`src/rtl/dmr_handshake_join.sv`:
```
// Joins NUM_IN lockstep valid/ready sources into one destination handshake,
// flagging valid/data disagreement and forwarding one copy through a one-entry register.
module dmr_handshake_join #(
  parameter type T = logic,
  parameter int unsigned NUM_IN = 2,
  parameter int unsigned CntWidth = 8
) (
  input  logic                clk_i,
  input  logic                rst_i,
  input  logic                enable_i,
  input  logic                error_before_i,
  input  logic                error_after_i,
  output logic                error_o,
  output logic [CntWidth-1:0] err_cnt_o,
  input  logic [NUM_IN-1:0]   valid_i,
  output logic [NUM_IN-1:0]   ready_o,
  input  T [NUM_IN-1:0]       data_i,
  output logic                valid_o,
  input  logic                ready_i,
  output T                    data_o
);

  logic                full_q, full_d;
  T                    data_q, data_d;
  logic [CntWidth-1:0] cnt_q, cnt_d;

  logic all_valid;
  logic any_valid;
  logic data_mismatch;
  logic mismatch;
  logic accept;
  logic commit;
  logic drain;

  // Source agreement: valids must be unanimous; data only matters when all are valid.
  always_comb begin
    all_valid     = &valid_i;
    any_valid     = |valid_i;
    data_mismatch = 1'b0;
    for (int unsigned k = 1; k < NUM_IN; k++) begin
      if (data_i[k] != data_i[0]) data_mismatch = 1'b1;
    end
    mismatch = (all_valid ^ any_valid) | (all_valid & data_mismatch);
  end

  // error_after_i is kept out of accept so ready_o has no path from it.
  always_comb begin
    accept = all_valid & ~mismatch & ~error_before_i & (~full_q | ready_i);
    commit = accept & ~error_after_i;
    drain  = full_q & ready_i;
  end

  // Next-state: buffer fill/drain, payload capture and saturating error count.
  always_comb begin
    full_d = full_q;
    data_d = data_q;
    cnt_d  = cnt_q;
    if (!enable_i) begin
      full_d = 1'b0;
    end else begin
      if (commit) begin
        full_d = 1'b1;
        data_d = data_i[0];
      end else if (drain) begin
        full_d = 1'b0;
      end
      if (mismatch && (cnt_q != {CntWidth{1'b1}})) begin
        cnt_d = cnt_q + CntWidth'(1);
      end
    end
  end

  always_ff @(posedge clk_i or posedge rst_i) begin
    if (rst_i) begin
      full_q <= 1'b0;
      data_q <= '0;
      cnt_q  <= '0;
    end else begin
      full_q <= full_d;
      data_q <= data_d;
      cnt_q  <= cnt_d;
    end
  end

  // Bypass mode passes source 0 straight through.
  always_comb begin
    err_cnt_o = cnt_q;
    if (enable_i) begin
      error_o = mismatch;
      ready_o = {NUM_IN{accept}};
      valid_o = full_q;
      data_o  = data_q;
    end else begin
      error_o    = 1'b0;
      ready_o    = '0;
      ready_o[0] = ready_i;
      valid_o    = valid_i[0];
      data_o     = data_i[0];
    end
  end

endmodule

```
`config.mk`:
```
export PLATFORM = sky130hd
export DESIGN_NAME = dmr_handshake_join
export DESIGN_NICKNAME = d
export VERILOG_FILES = /design/src/rtl/dmr_handshake_join.sv
export SDC_FILE = /design/constraint.sdc
export NUM_CORES = 1
export LEC_CHECK = 0
export CORE_MARGIN = 2
export CORE_UTILIZATION = 43
export CTS_BUF_LIST = sky130_fd_sc_hd__clkbuf_4 sky130_fd_sc_hd__clkbuf_8
export DETAILED_ROUTE_END_ITERATION = 12
export MAX_ROUTING_LAYER = met4
export PLACE_DENSITY = 0.81
export SLEW_MARGIN = 0
export SYNTH_ARGS = -nofsm -noshare
export SYNTH_HDL_FRONTEND = slang
export SYNTH_SLANG_ARGS = --single-unit
```
`constraint.sdc`:
```
create_clock -name clk_i -period 1.7 [get_ports clk_i]
set_input_delay 0.17 -clock clk_i [delete_from_list [all_inputs] [get_ports clk_i]]
set_output_delay 0.17 -clock clk_i [all_outputs]
set_load 0.005 [all_outputs]
```
Word-level counts from Yosys, hierarchy flattened

Cells that the tools add are included.

Input port bits: 10
RAM bits: 0
Memories: 0
Logic and storage cells: 33
Register bits after elaboration: 10
Bits in read-only memories: 0
Output and inout bits: 13
Latch bits: 0

Eq/ne operators: 3
Reduce and logical (&&, ||, !) cells: 5
Bitwise gates (word level): 13
Muxes and demuxes: 8
Order comparisons: 0
$add $sub $neg: 1
Shift-type cells: 0
Multipliers: 0
Div/mod/pow operators: 0

Operators by type and width:

| operator                                               | count |
|---|---|
| adder 8 x 1 -> 8 bit (second input constant)           | 1 |
| inequality test 8 bit (second input constant)          | 1 |
| 2-to-1 mux 1 bit                                       | 7 |
| bitwise AND 1 bit                                      | 6 |
| AND reduction 2 bit                                    | 3 |
| NOT 1 bit                                              | 4 |
| inequality test 3 x 1 -> 1 bit (second input constant) | 1 |
| 2-to-1 mux 2 bit                                       | 1 |
| bitwise OR 1 bit                                       | 2 |
| OR reduction 2 bit                                     | 1 |
| logical AND 1 bit                                      | 1 |
| inequality test 1 bit                                  | 1 |
| bitwise XOR 1 bit                                      | 1 |

Longest topological paths before layout

Gate-level depths: netlist of the first run.

Word-level depth: 11
Depth in mapped cells: 5
Gate-level depth less buffers: 5

Least setup slack after synthesis of the first run

No wires, ideal clock.

Path kind: reg2reg
Start: register cnt_q[0] (netlist: err_cnt_o[0])
End: register cnt_q[1] (netlist: err_cnt_o[1])
Clock period less this slack: 1,424 ps
Data required time: 1,575 ps
Data arrival time: 1,299 ps
Stages on the path, launching flop included: 5
Path slack: 276 ps
Path through: dfrtp_1 ha_1 nand4_1 o21a_4 mux2_2

Longest elaborated chain between the ends: 3
Elaborated cells on any way between the ends: 4
Those cells by class: add/sub: 1; eq/ne: 1; reduce/logical: 2

RTL lines:

| what                                                         | RTL line | source |
|---|---|---|
| from (decl)                                                  | 25       | `logic [CntWidth-1:0] cnt_q, cnt_d;` |
| from (signal assigned)                                       | 81       | `cnt_q <= cnt_d;` |
| branches (longest 3 deep; another with adder 8 x 1 -> 8 bit) | --       |  |

Parallel ways; which one is timed is not known.
A chain may end at the register's enable or synchronous reset.

Final worst setup path of the first run

Start: register full_q
End: output port ready_o[0]

Longest elaborated chain between the ends: 4

RTL lines:

| what                   | RTL line | source |
|---|---|---|
| from (decl)            | 23       | `logic full_q, full_d;` |
| from (signal assigned) | 79       | `full_q <= full_d;` |
| NOT 1 bit              | 48       | `accept = all_valid & ~mismatch & ~error_before_i & (~full_q \| ready_i);` |
| bitwise OR 1 bit       | 48       |  |
| bitwise AND 1 bit      | 48       |  |
| 2-to-1 mux 2 bit       | 88       | `if (enable_i) begin` |
| to (decl)              | 16       | `output logic [NUM_IN-1:0] ready_o,` |

No other way between the ends.

==> summary.txt, run 1 <==
Clock tree
  • Clock Sink Count: 10
  • Clk pin slew, worst setup/hold paths: 0.07 ns
  • Clk_lat worst skew: 0.28 ns
  • Clock root cell: clkbuf_4
  • H-Tree Depth: 1
  • # hold bufs at CTS: 0
  • TritonCTS clock tree: done
  • Clock Tree Buf Depth: 2
  • CTS Buf Count: 3

STA
  • Crit path time final: 1.66 ns
  • FMAX: 604 MHz
  • Final hold viol count: 0
  • Max-slew violation count: 0
  • Skew final: 0.00515 ns
  • Slew @ Worst Pin: 0.390 ns
  • Final setup TNS: 0 ns
  • RSZ-0062 raised after global routing: no
  • Rel. slew slack: 74.0%
  • Period utilization: 97.5%
  • Count of final setup violators: 0

Yosys
  • Post-Synthesis Cells: 57
  • Yosys top cell by area: dfrtp_1
  • Sequential fraction of the synthesis area: 43.2%
  • Ys Warns: 0
  • Synth area leaders: dfrtp_1 (43%), mux2_2 (7.8%), ha_1 (4.3%), a21oi_1 (3.5%), nand3_1 (3.5%)
  • Synth top area share: 43.2%
  • Mean Syn Cell Area: 10.2 um2
  • Syn nets: 69
  • Synth Cell Area: 579 um2
  • Flops & latches, synth: 10
  • Library cells used by synthesis: 25

Final layout
  • Nets@finish: 110
  • ANT cells: 0
  • Post-layout util: 75.0%
  • Fill cells: 95
  • Most frequent cells in the layout: clkdlybuf4s50_1 (15), buf_4 (13), dfrtp_1 (10)
  • Commonest non-fill, non-tap cell in the layout: clkdlybuf4s50_1
  • Area Growth Syn to Fin: 66.3%
  • Layout cells sized above 1: 30.9%

Pwr
  • Maximum vdd ir drop: 0.707 mV
  • Power Dens Cells: 1060 nW/um2
  • P_leak: 0.442 nW

Floorplan
  • Die Ht: 40.7 um
  • Core ar.: 1280 um2
  • # IOs: 23
  • Site Rows: 13
  • Die outline width: 40.7 um
  • Die Area: 1660 um2
  • Starting Density: 45.1%

Setup path
  • R2R depth: 5
  • CP Launch Point: full_q
  • Crit Path Max Fanout: 2
  • Startpoint types: flop
  • Worst Path Required: 1.53 ns
  • Crit end category: output port
  • Origin of the critical flop-to-flop path: err_cnt_o[0]
  • Arr. time, crit path: 1.49 ns
  • Critical path class: flop to output port

Detailed routing
  • Via count: 586
  • First-pass iteration count of the detailed router: 4
  • Routed Antenna Nets: 0
  • Vias/cell: 5.23
  • DRC: 0
  • WL/cell: 13.5 um
  • Routed WL: 1510 um
  • DRT iter0 DRCs: 8

Global routing
  • GRT Residual Overflow: 0
  • Vias in the first global route: 534
  • Initial antenna violation count: 0
  • First-pass GRT wire length: 2290 um
  • Largest net degree at the start of global routing: 11
  • Global Route Usage Sum: 22.4%

Place
  • GPL Wtd Cong: 0.751
  • I/O Buffers: 22
  • Post-DP HPWL: 1150 um

Min path
  • Hold crit path type: input pin to asynchronous set/reset pin

Run
  • Max-cap violation count: 0

Status
  • Outcome: completed
[report_power, final]
group          total (mW)  internal [mW]  switching [mW]
Sequential          0.404          0.308          0.0966
Combinational       0.391          0.252           0.139
Clock               0.224          0.130          0.0936
[cells in the mapped netlist]
| library cell | count |
|---|---|
| a22o_2 | 1 |
| xor2_1 | 1 |
| a21o_1 | 1 |
| xnor2_1 | 2 |
| nand2b_1 | 1 |
| nor4b_1 | 1 |
| and3_1 | 2 |
| o21ai_0 | 1 |
| ha_1 | 2 |
| nand2_1 | 4 |
| nor2b_1 | 2 |
| mux2_2 | 4 |
| inv_1 | 3 |
| o211ai_1 | 1 |
| a21oi_1 | 4 |
| o21ai_4 | 1 |
| a41oi_1 | 1 |
| nand3_1 | 4 |
| nor2_1 | 3 |
| nand4_1 | 2 |
| a31oi_1 | 3 |
| o21a_4 | 1 |
| nor4_1 | 1 |
| and2_2 | 1 |
| dfrtp_1 | 10 |
[critical path: stages (launching register included)]
cell     delay (ns)
dfrtp_1        0.35
nor2b_1        0.24
nor4_2         0.06
and2_4         0.16
buf_4          0.12
a21o_1         0.15
buf_2          0.13
[path summary, 6_finish.rpt]
| path | end | slack (ns) |
|---|---|---|
| worst max-delay path | ready_o[0] | 0.04 |
| worst min-delay path | data_q | 0.17 |
| worst max register to register | err_cnt_o[0] | 0.16 |
| worst min register to register | data_q | 0.53 |
| max in group asynchronous | err_cnt_o[1] | 1.25 |
| min in group clk_i | data_q | 0.53 |
[state kept, by name, indices dropped and copies added (netlist names)]
signal,count
data_q,1
full_q,1
err_cnt_o,8
[per-stage QoR]
step	instance area [um2]	cells	power (mW)	worst slack [ns]	hold slack [ns]
6_report	963	112	1.02	0.0431	0.165
5_1_grt	963	112	1.09	0.000557	0.225
4_1_cts	955	112	1.02	0.0454	0.180
3_5_place_dp	908	106	0.800	-0.449	0.480
3_3_place_gp	908	106	0.783	-0.342	0.464
2_1_floorplan	579	57	0.558	0.276	0.0102
[routing by layer]
metal,share of wire (%),track usage (%),vias to the layer above
li1,-,-,294
met1,43,23.9,274
met2,51,39.3,13
met3,2.8,3.26,5
met4,3.0,12.5,0
met5,0,-,-
[cell families after synthesis]
kind of cell	after synthesis	synth area share (%)
compound gates	14	18.8
xor+xnor	3	4.54
fa+ha+maj	2	4.32
buf+inv	3	1.94
flops	10	43.2
mux	4	7.77
simple gates	21	19.4
[repair_timing]
| action | 4_1_cts | 5_1_grt |
|---|---|---|
| gates resized for setup | 13 | 2 |
| setup endpoints to repair | 5 | 2 |
| hold endpoints to repair | 0 | 0 |
| buffers inserted | 2 | 0 |
| pin swaps | 3 | 2 |
[final cells by class]
cell class                      instances  area, um2  area share, %
Multi-Input combinational cell         44        330           34.3
Timing Repair Buffer                   36        317           32.9
Sequential cell                        10        250           26.0
Clock buffer                            4       36.3           3.77
Tap cell                               15       18.8           1.95
Inverter                                3       11.3           1.17
No activity file was read; power rests on OpenSTA's default activity.
==> inputs of run 2 (changes only) <==
CTS_CLUSTER_DIAMETER = 100   (was unset)
SKIP_LAST_GASP = 1   (was unset)
==> results of run 2 <==
Same layout as run 1: the final DEF is identical, and so are final timing and power.
